### config.mk
export PLATFORM = sky130hd
export DESIGN_NAME = decode_stage
export DESIGN_NICKNAME = d
export VERILOG_FILES = /design/src/rtl/rv32_pkg.sv /design/src/rtl/regfile.sv /design/src/rtl/decode_stage.sv
export SDC_FILE = /design/constraint.sdc
export NUM_CORES = 2
export LEC_CHECK = 0
export CORE_UTILIZATION = 55
export DETAILED_ROUTE_END_ITERATION = 8
export GPL_ROUTABILITY_DRIVEN = 0
export HOLD_SLACK_MARGIN = 0.05
export PLACE_DENSITY = 0.76
export SYNTH_ARGS = -nofsm -noshare
export SYNTH_HDL_FRONTEND = slang
export SYNTH_SLANG_ARGS = --single-unit
### constraint.sdc
create_clock -name clk -period 2.1 [get_ports clk]
set_clock_uncertainty 0.05 [all_clocks]
set_input_delay 0.315 -clock clk [delete_from_list [all_inputs] [get_ports clk]]
set_output_delay 0.315 -clock clk [all_outputs]
set_load 0.05 [all_outputs]
### src/rtl/rv32_pkg.sv
// RV32I decode constants, ALU op encoding, control bundle and immediate helpers.
package rv32_pkg;

  localparam logic [6:0] OpcLui     = 7'b0110111;
  localparam logic [6:0] OpcAuipc   = 7'b0010111;
  localparam logic [6:0] OpcJal     = 7'b1101111;
  localparam logic [6:0] OpcJalr    = 7'b1100111;
  localparam logic [6:0] OpcBranch  = 7'b1100011;
  localparam logic [6:0] OpcLoad    = 7'b0000011;
  localparam logic [6:0] OpcStore   = 7'b0100011;
  localparam logic [6:0] OpcOpImm   = 7'b0010011;
  localparam logic [6:0] OpcOp      = 7'b0110011;
  localparam logic [6:0] OpcMiscMem = 7'b0001111;
  localparam logic [6:0] OpcSystem  = 7'b1110011;

  localparam logic [2:0] F3AddSub = 3'b000;
  localparam logic [2:0] F3Sll    = 3'b001;
  localparam logic [2:0] F3Slt    = 3'b010;
  localparam logic [2:0] F3Sltu   = 3'b011;
  localparam logic [2:0] F3Xor    = 3'b100;
  localparam logic [2:0] F3SrlSra = 3'b101;
  localparam logic [2:0] F3Or     = 3'b110;
  localparam logic [2:0] F3And    = 3'b111;

  localparam logic [6:0] F7Base = 7'b0000000;
  localparam logic [6:0] F7Alt  = 7'b0100000;

  typedef enum logic [3:0] {
    AluAdd, AluSub, AluSll, AluSlt, AluSltu, AluXor, AluSrl, AluSra, AluOr, AluAnd, AluPassB
  } alu_op_t;

  typedef struct packed {
    alu_op_t    alu_op;
    logic       alu_src_imm;
    logic       alu_src_pc;
    logic       reg_write;
    logic       mem_read;
    logic       mem_write;
    logic [2:0] mem_size;
    logic       branch;
    logic       jump;
    logic       system;
  } ctrl_t;

  localparam ctrl_t CtrlNop = '0;

  function automatic logic [31:0] imm_i(logic [31:0] ins);
    return {{20{ins[31]}}, ins[31:20]};
  endfunction

  function automatic logic [31:0] imm_s(logic [31:0] ins);
    return {{20{ins[31]}}, ins[31:25], ins[11:7]};
  endfunction

  function automatic logic [31:0] imm_b(logic [31:0] ins);
    return {{19{ins[31]}}, ins[31], ins[7], ins[30:25], ins[11:8], 1'b0};
  endfunction

  function automatic logic [31:0] imm_u(logic [31:0] ins);
    return {ins[31:12], 12'h000};
  endfunction

  function automatic logic [31:0] imm_j(logic [31:0] ins);
    return {{11{ins[31]}}, ins[31], ins[19:12], ins[20], ins[30:21], 1'b0};
  endfunction

  // alt selects SUB/SRA on the two funct3 codes that have an alternate form.
  function automatic alu_op_t alu_op_of(logic [2:0] f3, logic alt);
    unique case (f3)
      F3AddSub: return alt ? AluSub : AluAdd;
      F3Sll:    return AluSll;
      F3Slt:    return AluSlt;
      F3Sltu:   return AluSltu;
      F3Xor:    return AluXor;
      F3SrlSra: return alt ? AluSra : AluSrl;
      F3Or:     return AluOr;
      default:  return AluAnd;
    endcase
  endfunction

endpackage

### src/rtl/regfile.sv
// 32x32 register file, two combinational read ports, one write port, x0 hardwired to zero.
module regfile (
  input  logic        clk,
  input  logic        rst_n,
  input  logic [4:0]  i_raddr_a,
  input  logic [4:0]  i_raddr_b,
  output logic [31:0] o_rdata_a,
  output logic [31:0] o_rdata_b,
  input  logic        i_we,
  input  logic [4:0]  i_waddr,
  input  logic [31:0] i_wdata
);

  logic [31:0] r_regs [32];

  always_ff @(posedge clk or negedge rst_n) begin
    if (!rst_n) begin
      for (int i = 0; i < 32; i++) r_regs[i] <= '0;
    end else if (i_we && (i_waddr != 5'd0)) begin
      r_regs[i_waddr] <= i_wdata;
    end
  end

  assign o_rdata_a = (i_raddr_a == 5'd0) ? 32'h0 : r_regs[i_raddr_a];
  assign o_rdata_b = (i_raddr_b == 5'd0) ? 32'h0 : r_regs[i_raddr_b];

endmodule

### src/rtl/decode_stage.sv
// RV32I decode stage: instruction decode, operand read with WB bypass, ID/EX pipeline register.
// JAL/JALR select the PC operand; the link value pc+4 is formed downstream.
module decode_stage import rv32_pkg::*; #(
  parameter logic [31:0] RESET_PC = 32'h00000000
) (
  input  logic        clk,
  input  logic        rst_n,
  input  logic        id_stall,
  input  logic        id_flush,
  input  logic [31:0] if_pc,
  input  logic [31:0] if_instr,
  input  logic        if_valid,
  input  logic        if_error,
  input  logic        wb_we,
  input  logic [4:0]  wb_rd,
  input  logic [31:0] wb_data,
  output logic [31:0] id_pc,
  output logic [4:0]  id_rs1,
  output logic [4:0]  id_rs2,
  output logic [4:0]  id_rd,
  output logic [31:0] id_rs1_data,
  output logic [31:0] id_rs2_data,
  output logic [31:0] id_imm,
  output ctrl_t       id_ctrl,
  output logic        id_valid,
  output logic        id_illegal,
  output logic        id_fetch_err
);

  logic [6:0]  w_opcode;
  logic [2:0]  w_funct3;
  logic [6:0]  w_funct7;
  logic [4:0]  w_rs1;
  logic [4:0]  w_rs2;
  logic [31:0] w_rf_rs1;
  logic [31:0] w_rf_rs2;
  logic [31:0] w_rs1_data;
  logic [31:0] w_rs2_data;
  logic [31:0] w_imm;
  logic        w_illegal;
  ctrl_t       w_ctrl;

  logic [31:0] r_pc;
  logic [4:0]  r_rs1;
  logic [4:0]  r_rs2;
  logic [4:0]  r_rd;
  logic [31:0] r_rs1_data;
  logic [31:0] r_rs2_data;
  logic [31:0] r_imm;
  ctrl_t       r_ctrl;
  logic        r_valid;
  logic        r_illegal;
  logic        r_fetch_err;

  assign w_opcode = if_instr[6:0];
  assign w_funct3 = if_instr[14:12];
  assign w_funct7 = if_instr[31:25];
  assign w_rs1    = if_instr[19:15];
  assign w_rs2    = if_instr[24:20];

  regfile u_regfile (
    .clk       (clk),
    .rst_n     (rst_n),
    .i_raddr_a (w_rs1),
    .i_raddr_b (w_rs2),
    .o_rdata_a (w_rf_rs1),
    .o_rdata_b (w_rf_rs2),
    .i_we      (wb_we),
    .i_waddr   (wb_rd),
    .i_wdata   (wb_data)
  );

  // Write-through: a WB write on this edge is visible to the instruction being loaded.
  assign w_rs1_data = (wb_we && (wb_rd == w_rs1) && (w_rs1 != 5'd0)) ? wb_data : w_rf_rs1;
  assign w_rs2_data = (wb_we && (wb_rd == w_rs2) && (w_rs2 != 5'd0)) ? wb_data : w_rf_rs2;

  always_comb begin
    w_ctrl    = CtrlNop;
    w_imm     = '0;
    w_illegal = 1'b0;
    unique case (w_opcode)
      OpcLui: begin
        w_ctrl.alu_op      = AluPassB;
        w_ctrl.alu_src_imm = 1'b1;
        w_ctrl.reg_write   = 1'b1;
        w_imm              = imm_u(if_instr);
      end
      OpcAuipc: begin
        w_ctrl.alu_src_pc  = 1'b1;
        w_ctrl.alu_src_imm = 1'b1;
        w_ctrl.reg_write   = 1'b1;
        w_imm              = imm_u(if_instr);
      end
      OpcJal, OpcJalr: begin
        w_ctrl.alu_src_pc = 1'b1;
        w_ctrl.reg_write  = 1'b1;
        w_ctrl.jump       = 1'b1;
        w_imm             = (w_opcode == OpcJal) ? imm_j(if_instr) : imm_i(if_instr);
      end
      OpcBranch: begin
        w_ctrl.alu_op = AluSub;
        w_ctrl.branch = 1'b1;
        w_imm         = imm_b(if_instr);
        w_illegal     = (w_funct3 == 3'b010) || (w_funct3 == 3'b011);
      end
      OpcLoad: begin
        w_ctrl.alu_src_imm = 1'b1;
        w_ctrl.reg_write   = 1'b1;
        w_ctrl.mem_read    = 1'b1;
        w_ctrl.mem_size    = w_funct3;
        w_imm              = imm_i(if_instr);
        w_illegal          = (w_funct3 == 3'b011) || (w_funct3 == 3'b110) ||
                             (w_funct3 == 3'b111);
      end
      OpcStore: begin
        w_ctrl.alu_src_imm = 1'b1;
        w_ctrl.mem_write   = 1'b1;
        w_ctrl.mem_size    = w_funct3;
        w_imm              = imm_s(if_instr);
        w_illegal          = (w_funct3 >= 3'b011);
      end
      OpcOpImm: begin
        w_ctrl.alu_op      = alu_op_of(w_funct3, (w_funct3 == F3SrlSra) && (w_funct7 == F7Alt));
        w_ctrl.alu_src_imm = 1'b1;
        w_ctrl.reg_write   = 1'b1;
        w_imm              = imm_i(if_instr);
        w_illegal          = ((w_funct3 == F3Sll) && (w_funct7 != F7Base)) ||
                             ((w_funct3 == F3SrlSra) && (w_funct7 != F7Base) &&
                              (w_funct7 != F7Alt));
      end
      OpcOp: begin
        w_ctrl.alu_op    = alu_op_of(w_funct3, w_funct7 == F7Alt);
        w_ctrl.reg_write = 1'b1;
        w_illegal        = !((w_funct7 == F7Base) ||
                             ((w_funct7 == F7Alt) &&
                              ((w_funct3 == F3AddSub) || (w_funct3 == F3SrlSra))));
      end
      OpcMiscMem: begin
        w_imm = imm_i(if_instr);
      end
      OpcSystem: begin
        w_ctrl.system = 1'b1;
        w_imm         = imm_i(if_instr);
      end
      default: w_illegal = 1'b1;
    endcase
    if (w_illegal || if_error) begin
      w_ctrl.reg_write = 1'b0;
      w_ctrl.mem_read  = 1'b0;
      w_ctrl.mem_write = 1'b0;
      w_ctrl.branch    = 1'b0;
      w_ctrl.jump      = 1'b0;
    end
  end

  always_ff @(posedge clk or negedge rst_n) begin
    if (!rst_n) begin
      r_pc        <= RESET_PC;
      r_rs1       <= '0;
      r_rs2       <= '0;
      r_rd        <= '0;
      r_rs1_data  <= '0;
      r_rs2_data  <= '0;
      r_imm       <= '0;
      r_ctrl      <= CtrlNop;
      r_valid     <= 1'b0;
      r_illegal   <= 1'b0;
      r_fetch_err <= 1'b0;
    end else if (id_flush) begin
      r_valid <= 1'b0;
      r_ctrl  <= CtrlNop;
    end else if (id_stall) begin
      // Held operands must track WB writes to their registers while stalled.
      if (wb_we && (wb_rd != 5'd0) && (wb_rd == r_rs1)) r_rs1_data <= wb_data;
      if (wb_we && (wb_rd != 5'd0) && (wb_rd == r_rs2)) r_rs2_data <= wb_data;
    end else begin
      r_pc        <= if_pc;
      r_rs1       <= w_rs1;
      r_rs2       <= w_rs2;
      r_rd        <= if_instr[11:7];
      r_rs1_data  <= w_rs1_data;
      r_rs2_data  <= w_rs2_data;
      r_imm       <= w_imm;
      r_ctrl      <= if_valid ? w_ctrl : CtrlNop;
      r_valid     <= if_valid;
      r_illegal   <= if_valid && w_illegal;
      r_fetch_err <= if_valid && if_error;
    end
  end

  assign id_pc        = r_pc;
  assign id_rs1       = r_rs1;
  assign id_rs2       = r_rs2;
  assign id_rd        = r_rd;
  assign id_rs1_data  = r_rs1_data;
  assign id_rs2_data  = r_rs2_data;
  assign id_imm       = r_imm;
  assign id_ctrl      = r_ctrl;
  assign id_valid     = r_valid;
  assign id_illegal   = r_illegal;
  assign id_fetch_err = r_fetch_err;

endmodule

==> summary.md <==
| Metric | Value |
|---|---|
| H-Tree Depth | `4` |
| Relative slew slack | `55.3%` |
| Hold crit path type | `input port to flop` |
| Final Util | `68.3%` |
| Gate Count Post-Synth | `4326` |
| Crit share post-route | `113%` |
| Max cap viols | `0` |
| CTS Buffer Depth | `3` |
| Tmin final | `2360 ps` |
| Post-Layout Inst Area | `~75000 sq um` |
| Sequential area share after synthesis | `48.5%` |
| Vias | `approximately 44k` |
| First-pass GRT wire length | `between 200000 and 300000 um` |
| # setup viols final | `33` |
| Reg area | `29700 sq um` |
| Worst setup SP type | `flop` |
| Distinct cells, synth | `between 60 and 70` |
| CTS tree | `built` |
| Initial Util | `around 56%` |
| Clock transition at path regs | `60 ps` |
| Multi-input logic area | `roughly 30000 sq um` |
| Fill count | `7295` |
| Max Slew Vio Count | `0` |
| Arrival @ worst endpoint | `2990 ps` |
| Hold_sp | `if_pc[5]` |
| Die area | `112000 sq um` |
| Pleak | `0.0331 uW` |
| Layout cell share with drive strength beyond 1 | `around 48%` |
| FF-to-FF Start | `id_rs2[3]` |
| Layout area overhead | `22.4%` |
| Routed Antenna Nets | `0` |
| Final net count | `4940` |
| Avg Inst Size Synth | `14.1 sq um` |
| Post-synth ARST share | `between 90% and 100%` |
| Root Driver | `clkbuf_16` |
| Fmax | `between 400 and 500 MHz` |
| Hold Slack | `75.3 ps` |
| Largest net degree at the start of global routing | `101` |
| Area post-placement | `roughly 70000 sq um` |
| Syn Std Cell Area | `61100 sq um` |
| Synth warn | `0` |
| DR iter-0 viols | `4761` |
| Worst endpoint required time | `2730 ps` |
| CTS buffer count | `130` |
| CORE AREA | `about 110000 sq um` |
| Clock Latency Late Sink | `750 ps` |
| Status | `finished with violations` |
| Unrepaired setup endpoints after global routing | `true` |
| Gr usage total | `35.1%` |
| Top_reg_cell synth | `dfrtp_1` |
| Leading cell types in the layout, fill and taps excluded | `dfrtp_1, mux2_2, mux4_2` |
| Synthesis-stage register bit count | `between 1k and 1.5k` |
| Total power | `68400 uW` |
| Post-DP HPWL | `127000 um` |
| IO buf count | `268` |
| Hold depth | `3` |
| Chip height | `335 um` |
| Final TNS setup | `-6790 ps` |
| Largest area contributor in the netlist | `dfrtp_1` |
| Number of synthesized flops with an enable pin | `0` |
| IO Count | `269` |
| Pre-antenna DRT Iters | `6` |
| Syn nets | `4434` |
| Post-synth top area share | `48.5%` |
| Cells on worst reg2reg path | `8` |
| Die X | `335 um` |
| Total grt overflow | `0` |
| CP Launch Point | `id_rs2[3]` |
| Failing checks | `setup timing` |
| Setup CP Type | `flop to flop` |
| Drt total wl | `196000 um` |
| Critical path fanouts, max | `11` |
| Vias in the first global route | `about 45k` |
| Hold Violations, Final | `0` |
| CTS sink count | `approximately 1.2k` |
| Peak VDD IR | `just over 0.0008 V` |
| Worst slew pin tran | `671 ps` |
| FP Rows | `121` |
| Worst Setup Slack, final | `-263 ps` |
| WL/cell | `a little over 30 um` |
| Power Density | `915 nW/um^2` |
| Antenna violations before repair | `6` |
| Most area-consuming cells after synthesis | `dfrtp_1, mux2_2, mux4_2, mux2i_1, clkbuf_1` |
| # DRC | `0` |
| CP Capture Type | `flop` |
| Via/cell ratio | `6.84` |
| Most common cell after layout, fill and taps aside | `dfrtp_1` |
-- final timing paths --
path | to | slack (ps)
max in group asynchronous | u_regfile.r_regs[238] | 870
worst min register to register | u_regfile.r_regs[1016] | 340
min in group asynchronous | u_regfile.r_regs[914] | 290
worst max register to register | id_rs2_data[9] | -260
worst max-delay path | id_rs2_data[9] | -260
worst min-delay path | id_pc[5] | 80
-- report_power, final --
part | leakage (uW) | internal [uW] | switching, uW
Combinational | 0.0159 | 8240 | 6880
Sequential | 0.0152 | 26900 | 3350
Clock | 0.00209 | 13700 | 9370
Total | 0.0331 | 48800 | 19600
-- metal layers --
layer	track usage, %	wire [um]
met3	9.85	21800
met5	0	41
met4	16.9	9450
met1	46.9	74300
met2	53.0	90300
-- worst max-delay path: stages, from the launching register on --
cell	delay, ps
dfrtp_2	400
xor2_1	150
nor3_2	250
a41oi_4	160
or4b_4	530
buf_12	180
buf_4	190
a2111oi_4	200
a221o_1	160
-- timing repair --
| action | CTS | global route |
|---|---|---|
| endpoints found under the hold margin | 1014 | 0 |
| setup endpoints to repair | 171 | 67 |
| buffers inserted | 3 | 5 |
| hold buffers | 25 | 0 |
| gates resized for setup | 230 | 31 |
| pin swaps | 2 | 5 |
| gates cloned | 0 | 3 |
-- state kept, by name (all words and copies together) (netlist names), 5 cells and up --
| name | count |
|---|---|
| id_rs2_data | 32 |
| id_imm | 32 |
| id_rs1_data | 32 |
| id_rs1 | 5 |
| u_regfile.r_regs | 1024 |
| id_rs2 | 5 |
| id_pc | 32 |
| id_ctrl | 15 |
| id_rd | 5 |
-- stage by stage --
stage               worst slack (ps)  cells
floorplan                       -198   4326
global placement                -776   6140
detailed placement              -847   6140
CTS                             -235   6391
global route                    -324   6401
finish                          -263   6404
-- area by class of cell --
class,instances,area share (%)
inverter,4,0.0201
timing repair buffer,847,11.9
clock inverter,32,0.521
multi-input combinational,2664,40.2
sequential,1185,39.7
clock buffer,191,5.15
antenna,5,0.0167
tap,1476,2.47
-- cell usage after synthesis, types with 43 or more instances --
library cell,count
a21oi_1,43
a221oi_1,68
a22oi_1,96
buf_1,67
buf_2,77
clkbuf_1,305
dfrtp_1,1185
mux2_2,984
mux2i_1,166
mux4_2,449
nand2_1,266
nor2_1,113
o21ai_0,86
o22ai_1,59
-- cells by family (layout without fill, tap and decap cells) --
logic type	count (synthesis)	count (layout)	share of synthesized area (%)
simple gates	487	487	3.45
compound gates	518	518	6.29
buf+inv	477	1074	3.27
mux	1639	1639	38.2
flops	1185	1185	48.5
other cells	0	5	0
xor+xnor	20	20	0.287
Power figures use the tool's default switching activity.
